--- config.mk ---
export PLATFORM = sky130hd
export DESIGN_NAME = alu
export DESIGN_NICKNAME = d
export VERILOG_FILES = /design/src/rtl/alu.sv
export SDC_FILE = /design/constraint.sdc
export NUM_CORES = 1
export LEC_CHECK = 0
export ABC_AREA = 1
export CELL_PAD_IN_SITES_DETAIL_PLACEMENT = 0
export CELL_PAD_IN_SITES_GLOBAL_PLACEMENT = 1
export CORE_MARGIN = 10
export CORE_UTILIZATION = 39
export DETAILED_ROUTE_END_ITERATION = 8
export PLACE_DENSITY_LB_ADDON = 0.2
export SLEW_MARGIN = 20
export SYNTH_ARGS = -nofsm -noshare
export SYNTH_HDL_FRONTEND = slang
export SYNTH_SLANG_ARGS = --single-unit
--- constraint.sdc ---
create_clock -name clk -period 1.86 [get_ports clk]
set_input_delay 0.372 -clock clk [delete_from_list [all_inputs] [get_ports clk]]
set_output_delay 0.372 -clock clk [all_outputs]
set_load 0.02 [all_outputs]
--- src/rtl/alu.sv ---
// 8-bit registered ALU with a multiply-accumulate register.
// ALU_out and the accumulator update on the rising clk edge; there is one cycle of latency.
module alu (
    input  logic       clk,
    input  logic       rst_n,
    input  logic [7:0] A,
    input  logic [7:0] B,
    input  logic [3:0] ALU_Sel,
    output logic [7:0] ALU_out
);

    typedef enum logic [3:0] {
        OP_ADD = 4'b0000,
        OP_MAC = 4'b0001,
        OP_SUB = 4'b0010,
        OP_MUL = 4'b0011,
        OP_AND = 4'b0100,
        OP_OR  = 4'b0101,
        OP_XOR = 4'b0110,
        OP_ROR = 4'b0111,
        OP_ROL = 4'b1000,
        OP_SHL = 4'b1001,
        OP_SHR = 4'b1010,
        OP_NOT = 4'b1011,
        OP_INC = 4'b1100,
        OP_DEC = 4'b1101,
        OP_EQU = 4'b1110,
        OP_LTH = 4'b1111
    } op_e;

    localparam logic [7:0] ACC_RESET = 8'h05;

    logic [7:0] alu_out_q, alu_out_d;
    logic [7:0] acc_q, acc_d;
    logic [7:0] prod_lo;
    op_e        op;

    // Only the low byte of the product is ever used, so an 8-bit result is enough.
    assign prod_lo = A * B;
    assign op      = op_e'(ALU_Sel);

    always_comb begin
        alu_out_d = 8'h00;
        acc_d     = acc_q;
        case (op)
            OP_ADD: alu_out_d = A + B;
            OP_MAC: begin
                acc_d     = acc_q + prod_lo;
                alu_out_d = acc_q + prod_lo;
            end
            OP_SUB: alu_out_d = A - B;
            OP_MUL: alu_out_d = prod_lo;
            OP_AND: alu_out_d = A & B;
            OP_OR:  alu_out_d = A | B;
            OP_XOR: alu_out_d = A ^ B;
            OP_ROR: alu_out_d = {A[0], A[7:1]};
            OP_ROL: alu_out_d = {A[6:0], A[7]};
            OP_SHL: alu_out_d = {A[6:0], 1'b0};
            OP_SHR: alu_out_d = {1'b0, A[7:1]};
            OP_NOT: alu_out_d = ~A;
            OP_INC: alu_out_d = A + 8'd1;
            OP_DEC: alu_out_d = A - 8'd1;
            OP_EQU: alu_out_d = {7'd0, (A == B)};
            OP_LTH: alu_out_d = {7'd0, (A < B)};
            default: alu_out_d = 8'h00;
        endcase
    end

    always_ff @(posedge clk or negedge rst_n) begin
        if (!rst_n) begin
            alu_out_q <= 8'h00;
            acc_q     <= ACC_RESET;
        end else begin
            alu_out_q <= alu_out_d;
            acc_q     <= acc_d;
        end
    end

    assign ALU_out = alu_out_q;

endmodule

==> flow_summary.toml, run 1 <==
[status]
status = "complete, but fails checks"
violations = "negative setup slack"

[yosys]
synth-seq-cells = 16
yosys_warnings = 0
async_flop_share_pct = 100.0
synth_common_cells = "nand2_1, inv_1, ha_1, nand3_1, nor2_1"
syn_area_um2 = 3525
synth.avg_cell_area_um2 = 6.675
synthTopCellsByArea = "ha_1, nand2_1, inv_1"
synth.distinct_cells = 45
syn_nets = 620
synthDominantCellAreaShare_pct = 19.52
yosysMostFrequentCell = "nand2_1"
synthFlopType = "dfrtp_1"
yosysSeqAreaShare_pct = 11.43
syn_inst = 528
synth-edff-count = 0
synth_area_leader_cell = "ha_1"

[global_route]
grt_pass1_wl_mm = 21.87
grt_pass1_vias = 4136
gr-usage-all-layers_pct = 20.87
antenna_found_initial = 0
grt_max_degree = 17
grt_overflow = 0

[timing]
hold_ws_ns = 0.4367
setup_viol = 15
drv_slew = 0
skew_ns = 0.003220
finalCritPeriodShare_pct = 201.1
hold_viol = 0
slew_headroom_pct = 68.17
min_period_ns = 3.740
setup_slack_ns = -1.880
worst_slew_pin_slew_ns = 0.4775
max_freq_mhz = 267.4
rsz0062_at_grt = "true"

[run]
drv_cap = 0

[cts]
cts_tree = "done"
hold_buffers = 0
cts_root_buf = "clkbuf_8"
path_clk_slew_ns = 0.07
numClockSinks = 16
worst_skew_pair.late_latency_ns = 0.26
h-tree-depth = 1
cts_buffers = 3
clockBufferDepth = 2

[final_layout]
multi_input_area_um2 = 3253
fill_cells = 790
drive_gt1_share_pct = 44.02
fin_cells = 819
final_area_um2 = 5856
area_growth_pct = 66.13
nets = 804
final_core_util_pct = 66.82
antenna_cells = 0
regArea_um2 = 402.9

[drt]
routed_wl_mm = 13.96
routed_via_density = 4.999
drt-initial-drc-count = 189
final_antenna_net_count = 0
drtPass1Iterations = 5
wl_per_cell_um = 17.05
via_count = 4094
drc = 0

[power_and_ir_drop]
power_frac_seq_pct = 12.9
ir_worst_vdd_mv = 0.4887
clkPwrFrac_pct = 7.1
leakage_uw = 0.003060
p_sw_share_pct = 44.89
p_switching_uw = 2059
p_total_uw = 4587
internal-power_uw = 2528
powerDensity_nw_per_um2 = 783.4
comb_power_share_pct = 79.9

[worst_setup_path]
crit_buf_inv = 5
crit_path_start_kind = "input port"
end_kind = "flop"
crit_family = "adder cells"
cp_max_fo = 6
critical_path.max_stage_delay_ns = 0.55
cp_cell_sequence = "buf_6, buf_6, nand2_1, fa_1, inv_1, ha_4, fa_1, fa_1, ha_4, xnor2_1, inv_1, ha_4, a21oi_2, o21a_1, o31ai_4, inv_1, nand3_2, nand3_2, nand3_2"
cp.arrival_ns = 3.89
crit_slowest_cell = "fa_1"
crit_type = "input port to flop"
crit_required_ns = 2.01

[floorplanning]
rows = 34
die_height_um = 115.1
initial_core_util_pct = 40.22
io_pins = 30
core_um2 = 8763
die_area_um2 = 13240
die_width_um = 115.1

[place]
place_inst = 795
placed_area_um2 = 5145
dp_hpwl_mm = 11.54
gp_congestion = 0.9730
numPortBuffers = 29

[hold_path]
hp-class = "input port to async pin"
## stage by stage
| step | worst slack (ns) | setup TNS, ns |
|---|---|---|
| 6_report | -1.880 | -16.40 |
| 2_1_floorplan | -1.939 | -14.84 |
| 5_1_grt | -2.030 | -17.89 |
| 3_5_place_dp | -2.695 | -28.94 |
| 3_3_place_gp | -2.629 | -28.09 |
| 4_1_cts | -1.916 | -16.89 |
## routing by layer
| layer | GRT usage [%] | vias up | routed length (um) | share of wire (%) |
|---|---|---|---|---|
| met5 | 0 | - | 0 | 0 |
| met4 | 6.353 | 0 | 396 | 2.8 |
| met3 | 1.823 | 20 | 491 | 3.5 |
| met2 | 35.66 | 86 | 6768 | 48 |
| met1 | 27.12 | 1918 | 6307 | 45 |
| li1 | - | 2070 | - | - |
## area by class of cell
cell class / count / share of cell area, %
multi-input combinational: 392 / 55.56
timing repair buffer: 188 / 27.09
inverter: 111 / 7.222
sequential: 16 / 6.880
tap: 108 / 2.308
clock buffer: 4 / 0.9402
## power groups by stage
| stage | clock, uW | sequential [uW] | combinational, uW |
|---|---|---|---|
| 3_3_place_gp | 0 | 583 | 2920 |
| 5_1_grt | 336 | 609 | 3980 |
| 6_report | 328 | 594 | 3670 |
| 3_5_place_dp | 0 | 589 | 3010 |
| 4_1_cts | 329 | 594 | 3430 |
| 2_1_floorplan | 0 | 614 | 1810 |
## logic make-up (layout without fill, tap and decap cells)
group	Yosys count	after routing	synth area share [%]
adders and majority gates	70	70	28.04
AOI/OAI and AO/OA	76	76	13.42
muxes	1	1	0.3195
and+or+nand+nor	233	233	29.61
xor gates and xnor gates	12	12	2.982
DFF	16	16	11.43
buffers and inverters	120	303	14.20
## what timing repair did
item	in CTS	in global routing
setup buffers	13	9
setup endpoints to repair	15	15
gates resized for setup	146	48
pin swaps	57	39
## cells in the final DEF, fill, tap and decap left out, types with 4 or more instances in the layout
cell type,n
buf_4,142
nand2_1,113
inv_1,80
inv_2,29
nand3_1,28
ha_4,27
ha_1,27
nand2_2,25
nor2_1,23
buf_6,18
dfrtp_1,14
clkdlybuf4s50_1,13
o21ai_0,12
a21oi_1,12
fa_1,11
nand2_4,10
o22ai_1,10
nand3_2,9
nand4_1,9
xnor2_1,6
a211oi_1,6
nor2_2,6
xor2_1,5
buf_8,5
a21oi_2,4
o21ai_1,4
fa_2,4
clkbuf_8,4
dlygate4sd2_1,4
## path summary, 6_finish.rpt
check	depth (start not counted)	slack, ns	from	end
max	19	-1.88	B[2]	ALU_out[7]$_DFF_PN0_
min	2	0.44	rst_n	acc_q[1]$_DFFE_PN0P_
max reg2reg	11	-0.25	acc_q[0]$_DFFE_PN1P_	ALU_out[6]$_DFF_PN0_
min reg2reg	2	0.49	acc_q[2]$_DFFE_PN1P_	acc_q[2]$_DFFE_PN1P_
max in group asynchronous	2	1.16	rst_n	acc_q[2]$_DFFE_PN1P_
min in group clk	2	0.49	acc_q[2]$_DFFE_PN1P_	acc_q[2]$_DFFE_PN1P_
## registers in the layout (all words and copies together), names as in the netlist
name	cells
ALU_out	8
acc_q	8
(Power assumes the default switching activity.)
==> run 2, diff against run 1 <==
--- a/config.mk
+++ b/config.mk
@@ -6,10 +6,12 @@
 export NUM_CORES = 1
 export LEC_CHECK = 0
 export ABC_AREA = 1
+export ABC_CLOCK_PERIOD_IN_PS = 1860
 export CELL_PAD_IN_SITES_DETAIL_PLACEMENT = 0
 export CELL_PAD_IN_SITES_GLOBAL_PLACEMENT = 1
 export CORE_MARGIN = 10
 export CORE_UTILIZATION = 39
+export CTS_CLUSTER_DIAMETER = 100
 export DETAILED_ROUTE_END_ITERATION = 8
 export PLACE_DENSITY_LB_ADDON = 0.2
 export SLEW_MARGIN = 20
==> results of run 2 <==
No change in the layout: final DEF, timing and power equal those of run 1.
==> run 3, diff against run 2 <==
--- a/config.mk
+++ b/config.mk
@@ -9,7 +9,6 @@
 export ABC_CLOCK_PERIOD_IN_PS = 1860
 export CELL_PAD_IN_SITES_DETAIL_PLACEMENT = 0
 export CELL_PAD_IN_SITES_GLOBAL_PLACEMENT = 1
-export CORE_MARGIN = 10
 export CORE_UTILIZATION = 39
 export CTS_CLUSTER_DIAMETER = 100
 export DETAILED_ROUTE_END_ITERATION = 8
==> run 3 against run 2 <==
- the run still ends with negative setup slack left
- via count shrank 1.1%
- worst hold slack lost 0.0064 ns
- wire length shrank 9.0%
- non-clock buffer count shrank 5
- register-to-register slack lost 0.02 ns
- global-route usage grew 6.5 points
- largest power group unchanged
- critical path type unchanged
- final area grew 0.62%
==> flow_summary.toml, run 3 (synthesis results as in run 1) <==
[power_and_ir_drop]
powerDensity_nw_per_um2 = 801.6
leakage_uw = 0.003057
ir_worst_vdd_mv = 0.5077

[timing]
drv_slew = 0
worst_slew_pin_slew_ns = 0.3680
rsz0062_at_grt = "true"
slew_headroom_pct = 75.47
hold_viol = 0
setup_viol = 13
finalCritPeriodShare_pct = 203.7
max_freq_mhz = 263.9
skew_ns = 0.003261
min_period_ns = 3.790
setup_slack_ns = -1.930

[place]
gp_congestion = 0.9542
dpl_worst_slack_ns = -2.758
numPortBuffers = 29
dp_hpwl_mm = 10.58

[status]
status = "complete, but fails checks"
violations = "negative setup slack"

[final_layout]
nets = 799
final_cell_mix = "buf_4, nand2_1, inv_1, inv_2, ha_4"
final_core_util_pct = 67.56
mostFrequentLayoutCell = "buf_4"
drive_gt1_share_pct = 45.33
area_growth_pct = 67.16
antenna_cells = 0

[drt]
final_antenna_net_count = 0
drt-initial-drc-count = 241
wl_per_cell_um = 15.60
routed_via_density = 4.972
via_count = 4047
routed_wl_mm = 12.70
drtPass1Iterations = 4
drc = 0

[cts]
cts_root_buf = "clkbuf_8"
worst_skew_pair.late_latency_ns = 0.25
clockBufferDepth = 2
cts_tree = "done"
numClockSinks = 16
cts_buffers = 3
path_clk_slew_ns = 0.06
h-tree-depth = 1

[global_route]
grt_pass1_wl_mm = 20.36
grt_max_degree = 17
grt_pass1_vias = 4085
gr-usage-all-layers_pct = 27.32
grt_overflow = 0
antenna_found_initial = 0

[floorplanning]
rows = 34
initial_core_util_pct = 40.42
die_height_um = 97.07
io_pins = 30
die_area_um2 = 9422
die_width_um = 97.07
core_um2 = 8721

[worst_setup_path]
crit_slowest_cell = "fa_1"
crit_required_ns = 2.04
crit_type = "input port to flop"
crit_top_cell = "inv_2"
cp_cell_sequence = "buf_4, nand2_2, inv_2, fa_2, inv_2, fa_1, inv_1, ha_1, inv_2, fa_1, inv_2, ha_4, buf_4, buf_6, xor2_4, ha_4, nand2_4, o21a_1, o31ai_4, inv_1, nand3_2, nand3_2, o21ai_1"
cp.arrival_ns = 3.97
cp_max_fo = 4
end_kind = "flop"
crit_path_start_kind = "input port"
critical_path.max_stage_delay_ns = 0.42

[run]
drv_cap = 0

[hold_path]
hp-class = "input port to async pin"
-- run 3: path summary, 6_finish.rpt --
path                            slack [ns]  depth (start not counted)                  from                    to
worst max-delay path                 -1.93                         23                  A[0]  acc_q[7]$_DFFE_PN0P_
worst min-delay path                  0.43                          2                 rst_n  acc_q[1]$_DFFE_PN0P_
worst max register to register       -0.27                         11  acc_q[0]$_DFFE_PN1P_  ALU_out[6]$_DFF_PN0_
worst min register to register        0.49                          2  acc_q[2]$_DFFE_PN1P_  acc_q[2]$_DFFE_PN1P_
max in group asynchronous             1.18                          2                 rst_n  acc_q[2]$_DFFE_PN1P_
min in group clk                      0.49                          2  acc_q[2]$_DFFE_PN1P_  acc_q[2]$_DFFE_PN1P_
-- run 3: cell type report --
cell class	instances	area, um^2
multi-input cells	392	3289
fillers	741	2829
repair buffers	183	1588
inverters	111	421.7
flip-flops and latches	16	402.9
well taps	108	135.1
clock buffers	4	55.05
-- run 3: what timing repair did --
item / CTS / global route
buffers inserted: 12 / 10
hold endpoints to repair: 0 / 0
setup endpoints to repair: 15 / 14
pin swaps: 38 / 41
hold buffers: 0 / 0
gates resized for setup: 148 / 71
-- run 3: through the flow --
step / total power [uW] / hold slack [ns] / TNS [ns] / cell area [um^2] / std cells
after CTS: 4277 / 0.4362 / -15.77 / 5590 / 804
after global placement: 3485 / 0.4762 / -28.69 / 5080 / 788
final: 4723 / 0.4303 / -16.11 / 5892 / 814
after detailed placement: 3570 / 0.4848 / -29.52 / 5080 / 788
after global routing: 5077 / 0.4489 / -17.49 / 5892 / 814
after floorplan: 2425 / 0.07641 / -14.84 / 3769 / 528
-- run 3: power by group --
group          switching (uW)  leakage, uW  internal, uW
Clock                     120    0.0000288           188
Sequential                116     0.000194           487
Combinational            1890      0.00283          1920
-- run 3: per-layer routing --
layer	share of wire [%]	wire, um	vias to the layer above	global-route usage, %
met2	50	6319	93	49.46
li1	-	-	2049	-
met1	45	5689	1889	36.16
met3	3.7	466	16	1.151
met4	1.8	225	0	5.281
met5	0	0	-	0
-- run 3: critical path, delay by kind of cell --
kind,cells,cell delay (ns)
XOR/XNOR,1,0.16
buffers and inverters,9,0.79
AND/OR/NAND/NOR,4,0.29
adder cells (fa/ha/maj),6,1.97
AO/OA/AOI/OAI,3,0.37
